### config.mk
export PLATFORM = sky130hd
export DESIGN_NAME = pk_vault_sequencer
export DESIGN_NICKNAME = d
export VERILOG_FILES = /design/src/rtl/pk_vault_sequencer.sv
export SDC_FILE = /design/constraint.sdc
export NUM_CORES = 1
export LEC_CHECK = 0
export CAP_MARGIN = 20
export CORE_AREA = 2 2 308 310
export DETAILED_ROUTE_END_ITERATION = 7
export DIE_AREA = 0 0 310 312
export SETUP_SLACK_MARGIN = 0.2
export SLEW_MARGIN = 20
export SYNTH_ARGS = -nofsm -noshare
export SYNTH_HDL_FRONTEND = slang
export SYNTH_SLANG_ARGS = --single-unit
export TNS_END_PERCENT = 30
### constraint.sdc
create_clock -name clk -period 2.85 [get_ports clk]
set_input_delay 0.57 -clock clk [delete_from_list [all_inputs] [get_ports clk]]
set_output_delay 0.57 -clock clk [all_outputs]
set_load 0.005 [all_outputs]
### src/rtl/pk_vault_sequencer.sv
// pk_vault_sequencer: host command sequencer in front of the shared AES-128 core and slot RAM.
// Boots by zero-filling slots 0..max_q, then serves one STORE or FETCH at a time.
module pk_vault_sequencer #(
  parameter int unsigned AES_TIMEOUT = 64,
  parameter int unsigned ADDR_W      = 4
) (
  input  logic              clk,
  input  logic              rst,
  input  logic [ADDR_W-1:0] max_address,
  output logic              boot_done,
  input  logic              cmd_valid,
  output logic              cmd_ready,
  input  logic              cmd_op,
  input  logic [ADDR_W-1:0] cmd_addr,
  input  logic [127:0]      cmd_data,
  output logic              rsp_valid,
  input  logic              rsp_ready,
  output logic [127:0]      rsp_data,
  output logic              rsp_err,
  output logic              aes_go,
  output logic [127:0]      aes_data_in,
  input  logic              aes_done,
  input  logic [127:0]      aes_data_out,
  output logic              mem_we,
  output logic [ADDR_W-1:0] mem_addr,
  output logic [127:0]      mem_wdata,
  input  logic [127:0]      mem_rdata
);

  localparam int unsigned     TmoW    = $clog2(AES_TIMEOUT + 1);
  localparam logic [TmoW-1:0] TmoLast = TmoW'(AES_TIMEOUT - 1);

  typedef enum logic [2:0] {
    StBoot, StIdle, StEncWait, StWrite, StRdAddr, StRdCap, StResp
  } state_e;

  state_e              state_q, state_d;
  logic [ADDR_W-1:0]   max_q;
  logic [ADDR_W-1:0]   boot_cnt_q, boot_cnt_d;
  logic                boot_done_q, boot_done_d;
  logic [TmoW-1:0]     tmo_q, tmo_d;
  logic [ADDR_W-1:0]   addr_q, addr_d;
  logic [127:0]        data_q, data_d;
  // Holds the ciphertext from capture through the RAM write and the response.
  logic [127:0]        rsp_data_q, rsp_data_d;
  logic                rsp_err_q, rsp_err_d;

  // State register; max_address is only sampled while rst is high.
  always_ff @(posedge clk) begin
    if (rst) begin
      state_q     <= StBoot;
      max_q       <= max_address;
      boot_cnt_q  <= '0;
      boot_done_q <= 1'b0;
      tmo_q       <= '0;
      addr_q      <= '0;
      data_q      <= '0;
      rsp_data_q  <= '0;
      rsp_err_q   <= 1'b0;
    end else begin
      state_q     <= state_d;
      boot_cnt_q  <= boot_cnt_d;
      boot_done_q <= boot_done_d;
      tmo_q       <= tmo_d;
      addr_q      <= addr_d;
      data_q      <= data_d;
      rsp_data_q  <= rsp_data_d;
      rsp_err_q   <= rsp_err_d;
    end
  end

  // Next-state and output decode.
  always_comb begin
    state_d     = state_q;
    boot_cnt_d  = boot_cnt_q;
    boot_done_d = boot_done_q;
    tmo_d       = tmo_q;
    addr_d      = addr_q;
    data_d      = data_q;
    rsp_data_d  = rsp_data_q;
    rsp_err_d   = rsp_err_q;
    cmd_ready   = 1'b0;
    rsp_valid   = 1'b0;
    aes_go      = 1'b0;
    mem_we      = 1'b0;
    mem_addr    = '0;
    mem_wdata   = '0;

    unique case (state_q)
      StBoot: begin
        // Held in reset the write is suppressed so every output reads 0.
        mem_we   = ~rst;
        mem_addr = boot_cnt_q;
        // Terminal compare keeps max_q = all-ones from wrapping the counter.
        if (boot_cnt_q == max_q) begin
          state_d     = StIdle;
          boot_done_d = 1'b1;
        end else begin
          boot_cnt_d = boot_cnt_q + 1'b1;
        end
      end
      StIdle: begin
        cmd_ready = boot_done_q;
        if (cmd_valid && boot_done_q) begin
          addr_d = cmd_addr;
          data_d = cmd_data;
          tmo_d  = '0;
          if (cmd_addr > max_q) begin
            state_d    = StResp;
            rsp_err_d  = 1'b1;
            rsp_data_d = '0;
          end else if (cmd_op) begin
            state_d = StRdAddr;
          end else begin
            state_d = StEncWait;
          end
        end
      end
      StEncWait: begin
        aes_go = (tmo_q == '0);
        tmo_d  = tmo_q + 1'b1;
        // Done is checked first so it wins over a coincident timeout.
        if (aes_done) begin
          state_d    = StWrite;
          rsp_data_d = aes_data_out;
          rsp_err_d  = 1'b0;
        end else if (tmo_q == TmoLast) begin
          state_d    = StResp;
          rsp_data_d = '0;
          rsp_err_d  = 1'b1;
        end
      end
      StWrite: begin
        mem_we    = 1'b1;
        mem_addr  = addr_q;
        mem_wdata = rsp_data_q;
        state_d   = StResp;
      end
      StRdAddr: begin
        mem_addr = addr_q;
        state_d  = StRdCap;
      end
      StRdCap: begin
        rsp_data_d = mem_rdata;
        rsp_err_d  = 1'b0;
        state_d    = StResp;
      end
      StResp: begin
        rsp_valid = 1'b1;
        if (rsp_ready) state_d = StIdle;
      end
      default: state_d = StBoot;
    endcase
  end

  assign boot_done   = boot_done_q;
  assign aes_data_in = data_q;
  assign rsp_data    = rsp_valid ? rsp_data_q : '0;
  assign rsp_err     = rsp_valid & rsp_err_q;

endmodule

## Yosys cells after proc, flatten, opt, wreduce, memory -nomap -nowiden

Cells that the tools add are included.

- Add/sub/neg operators: 2
- Order comparisons: 1
- Equality and inequality tests: 13
- Mux-type cells: 27
- Bitwise gates (word level): 3
- Reductions and logical operators: 13

Operator list:

| operator | count |
|---|---|
| $mux W128 | 6 |
| $pmux W128 S3 | 1 |
| $mux W3 | 7 |
| $pmux W3 S6 | 1 |
| $pmux W7 S2 | 1 |
| $eq A3 B3 Y1 const B | 3 |
| $ne A2 B2 Y1 const B | 4 |
| $pmux W4 S2 | 1 |
| $reduce_and A2 Y1 | 4 |
| $reduce_and A4 Y1 | 2 |
| $add A7 B1 Y7 const B | 1 |
| $eq A7 B6 Y1 const B | 1 |
| $logic_not A7 Y1 | 1 |
| $mux W1 | 7 |
| $mux W7 | 1 |
| $eq A3 B2 Y1 const B | 2 |
| $add A4 B1 Y4 const B | 1 |
| $eq A4 B4 Y1 | 1 |
| $gt A4 B4 Y1 | 1 |
| $reduce_or A2 Y1 | 2 |
| $eq A3 B1 Y1 const B | 1 |
| $logic_not A3 Y1 | 1 |
| $ne A3 B3 Y1 const B | 1 |
| $pmux W1 S3 | 1 |
| other kinds (6) | 7 |

- Register bits: 280
- Input port bits: 398
- Output and inout port bits: 394
- Word-level logic and storage cells: 68

## Logic depth before layout (Yosys ltp)

- Word-level depth: 4
- Mapped depth: 10
- Gate-level depth less buffers: 7

## Worst setup path before layout

OpenSTA, ideal clock, no wires.

- Path type: input to register
- Start point: input port cmd_addr[2]
- End point: register rsp_err_q
- Setup time: 115 ps
- Arrival time: 2,215 ps
- Required time: 2,735 ps
- Setup slack: 520 ps
- Stages: 9
- Buffers on the path: 3
- Cell sequence: ha_1 and4b_1 a211oi_1 or3_1 clkbuf_1 clkbuf_1 buf_2 a21oi_1 o21a_1

- Longest elaborated chain between the ends: 3

RTL lines:

| what | line | RTL |
|---|---|---|
| from (decl) | 14 | `input logic [ADDR_W-1:0] cmd_addr,` |
| $gt A4 B4 Y1 | 108 | `if (cmd_addr > max_q) begin` |
| $ne A2 B2 Y1 (no source line) | -- |  |
| $reduce_and A4 Y1 (no source line) | -- |  |
| to (signal assigned) | 68 | `rsp_err_q <= rsp_err_d;` |
| to (decl) | 46 | `logic rsp_err_q, rsp_err_d;` |

No other way between the ends.
A chain may end at the register's enable or synchronous reset.

## Final worst setup path

- Start point: register state_q[0]
- End point: output port mem_addr[1]

- Longest elaborated chain between the ends: 3
- Elaborated cells between the ends (all ways): 5
- Classes of those cells: 2 x eq/ne; 1 x mux; 2 x reduce/logical

RTL lines:

| what | line | RTL |
|---|---|---|
| from (decl) | 37 | `state_e state_q, state_d;` |
| from (signal assigned) | 51 | `state_q <= StBoot;` |
| from (signal assigned) | 61 | `state_q <= state_d;` |
| $eq A3 B3 Y1 or $eq A3 B2 Y1 (tied branches) | 89 | `unique case (state_q)` |
| $reduce_or A2 Y1 (no source line) | -- |  |
| $pmux W4 S2 * | 89 |  |
| to (decl) | 25 | `output logic [ADDR_W-1:0] mem_addr,` |

Mark *: on every way between the ends. The rest lies on a longest branch, timed or not.

==> results.ini <==
[status]
status=finished with violations
violations=negative setup slack

[detailed_routing]
drtIter0Drc=1020
vias=15921
route.antenna.remaining_nets=0
post_drt_via_cell_ratio=4.19
postRouteWirelength_um=73400
detailedRoute.firstPassIterationCount=5
drcViolationCount=0
wl_per_cell_um=19.3

[critical_path]
timing.setup.critical_path_class=reg -> out
worstPathArrival_ns=2.31
r2r.worst_path.cells=8
rrSetupSlack_ns=0.52
type_of_element_launching_the_critical_path=flop
critical_path.cell_chain=nor2_1 > a22oi_1 > o21ai_0 > buf_4 > clkdlybuf4s50_1
cp_num_buf_inv=2
worst_setup_path_end_kind=output port
cpMaxStageDelayCell=sky130_fd_sc_hd__clkdlybuf4s50_1
max_stage_delay_ns=0.55
crit-reg2reg-launch=tmo_q[0]
timing.critical_path.fanout_max=7
path_delay_family=buffers and inverters
cp_data_required_time_ns=2.28
reg2reg_to=rsp_data_q[60]

[synth]
synth_seq_cells=280
syn-mean-instance-area_um2=7.81
ys_top_cells_by_area=sky130_fd_sc_hd__dfxtp_1, sky130_fd_sc_hd__a22o_1, sky130_fd_sc_hd__nand2_1
yosysSeqAreaShare_pct=41.4
top_ff_cell_synth=sky130_fd_sc_hd__dfxtp_1
synth_top_area_cell=sky130_fd_sc_hd__dfxtp_1
post_synth_instance_area_um2=13600
postSynthNetCount=2151
synth_enable_flop_cells=4
ys_async_sr_fraction_pct=0
syn_inst=1746
synth.distinct_cells=48
ys_warn_count=0
netlist.area_leader.share_pct=40.5

[power]
report.power.total_mw=12.0
ir_drop_mv=0.379
p_leak_nw=11.8
power_density_nw_per_um2=473

[placement]
port_buffers=791
dp.final_hpwl_um=52300
detailed_place.area_um2=23400
dp_slack_ns=-0.0257
gp_congestion=0.906

[floorplanning]
design.die.area_um2=96700
core_area_um2=93000
ioPinCount=792
start_util_pct=14.6
placementRows=112
fp.dieH_um=312
floorplan.die.width_um=310

[clock_network]
ctsHoldBuffers=0
clk_pin_slew_worst_paths_ns=0.06
clockBufferDepth=3
cts_tree=yes
clock-sinks=280
cts-htree-levels=2
cts.root.buffer_cell=sky130_fd_sc_hd__clkbuf_16
clk_latency_ns=0.57
cts_buffer_count=37

[global_routing]
grt_max_degree=173
global_route.overflow_total=0
antenna_found_initial=4
grt_pass1_wl_um=102000
number_of_global_route_vias_before_repair=15498
total_global_routing_track_utilization_pct=14.0

[layout]
area_growth_pct=85.3
postLayoutCoreUtil_pct=27.2
drive_gt1_share_pct=13.0
nNetsFinal=2918
final_cell_mix=sky130_fd_sc_hd__clkdlybuf4s50_1, sky130_fd_sc_hd__nand2_1, sky130_fd_sc_hd__dfxtp_1
layout.cells.most_common=sky130_fd_sc_hd__clkdlybuf4s50_1
layout.cell_area.non_filler_um2=25300

[hold_path]
worst_hold_path.num_cells=3
min_delay_worst_endpoint=tmo_q[4]
min-delay-path-class=in -> reg
hold_path.startpoint=rst

[timing]
skew_ns=0.0266
timing.final.crit_share_pct=101
slew_headroom_pct=33.2
fmax_ghz=0.347
final_critical_path_setup_slack_ns=-0.0333
finalCriticalPeriod_ns=2.88
tns_ns=-0.0514
grt_setup_unrepaired=yes
timing.final.max_slew_violations=0
slew_of_the_pin_with_the_lowest_slew_margin_ns=1.00
finalSetupViolCount=3
hold_viol_final=0

[job]
max_cap_violations=0

-- stage by stage --
stage	hold WS, ns	cells
6_report	0.351	3797
5_1_grt	0.322	3792
4_1_cts	0.303	3776
3_5_place_dp	0.446	3693
3_3_place_gp	0.442	3693
2_1_floorplan	0.432	1746
-- power by group --
group | switching, mW | total, mW | leakage, nW | internal, mW
sequential | 0.144 | 4.21 | 2.26 | 4.07
combinational | 1.45 | 2.86 | 8.92 | 1.40
clock | 1.96 | 4.89 | 0.610 | 2.93
-- worst register-to-register path, delay by kind of cell (launching register included) --
| family | cells | cell delay (ns) |
|---|---|---|
| AOI/OAI and AO/OA | 2 | 0.80 |
| adders and majority gates | 1 | 0.21 |
| buffers and inverters | 2 | 0.40 |
| DFF | 1 | 0.39 |
| and+or+nand+nor | 3 | 0.36 |
-- cell usage after synthesis (2+ instances only) --
cell                       number
sky130_fd_sc_hd__a211oi_1     129
sky130_fd_sc_hd__a21o_1         2
sky130_fd_sc_hd__a21oi_1      142
sky130_fd_sc_hd__a22o_1       128
sky130_fd_sc_hd__a22oi_1        3
sky130_fd_sc_hd__a31o_2         2
sky130_fd_sc_hd__and2_1       133
sky130_fd_sc_hd__and3_1       128
sky130_fd_sc_hd__and4b_1        2
sky130_fd_sc_hd__buf_1          7
sky130_fd_sc_hd__buf_2         36
sky130_fd_sc_hd__buf_4          3
sky130_fd_sc_hd__clkbuf_1     128
sky130_fd_sc_hd__dfxtp_1      276
sky130_fd_sc_hd__edfxtp_1       4
sky130_fd_sc_hd__ha_1           7
sky130_fd_sc_hd__inv_1         10
sky130_fd_sc_hd__nand2_1      279
sky130_fd_sc_hd__nand2b_1       2
sky130_fd_sc_hd__nand3_1        5
sky130_fd_sc_hd__nand3b_1       2
sky130_fd_sc_hd__nor2_1       144
sky130_fd_sc_hd__nor3_1       134
sky130_fd_sc_hd__nor4_1         2
sky130_fd_sc_hd__o21a_1         3
sky130_fd_sc_hd__o21ai_0        7
sky130_fd_sc_hd__o31ai_1        2
sky130_fd_sc_hd__xnor2_1        2
sky130_fd_sc_hd__xor2_1         5
-- cell families (layout without fill, tap and decap cells) --
| logic type | count (synthesis) | in the layout | share of synthesized area (%) |
|---|---|---|---|
| and+or+nand+nor | 841 | 841 | 29.8 |
| adders and majority gates | 7 | 7 | 0.643 |
| xor gates and xnor gates | 7 | 7 | 0.450 |
| buffers and inverters | 186 | 978 | 5.63 |
| muxes | 1 | 1 | 0.0734 |
| DFF | 280 | 280 | 41.4 |
| other | 0 | 5 | 0 |
| AOI/OAI and AO/OA | 424 | 424 | 22.0 |
-- layer usage --
metal	wire length, um	vias up	share of wire, %	track usage (%)
li1	-	7692	-	-
met1	31500	7511	43	17.9
met2	33900	600	46	22.9
met3	5380	118	7.3	3.07
met4	2540	0	3.5	5.13
met5	0	-	0	0
-- area by class of cell --
type,instances,area (um2)
fill,10110,67800
timing repair buffer,904,9340
multi-input combinational,1280,7380
sequential,280,5650
tap,1254,1570
clock buffer,57,1130
clock inverter,7,121
inverter,10,53.8
antenna,5,12.5
-- worst max path at each step --
| stage | startpoint | endpoint | depth (start not counted) |
|---|---|---|---|
| floorplan | cmd_addr[2] | rsp_err_q | 9 |
| global placement | cmd_addr[1] | rsp_data_q[60] | 9 |
| detailed placement | cmd_addr[1] | rsp_data_q[74] | 9 |
| CTS | state_q[2] | mem_we | 4 |
| global route | state_q[2] | mem_addr[2] | 6 |
| finish | state_q[0] | mem_addr[1] | 5 |
-- sequential cells by signal, indices dropped and copies added (netlist names) --
register,count
state_q,3
max_q,4
boot_cnt_q,4
tmo_q,7
aes_data_in,128
addr_q,4
rsp_data_q,128
rsp_err_q,1
boot_done,1
-- what timing repair did --
action                                  4_1_cts  5_1_grt
buffers inserted                             12       12
endpoints found under the setup margin      264      229
cloned                                        7        4
gates resized for setup                     229      355
endpoints found under the hold margin         0        0
pin swaps                                     1        3
(Power assumes the default switching activity.)
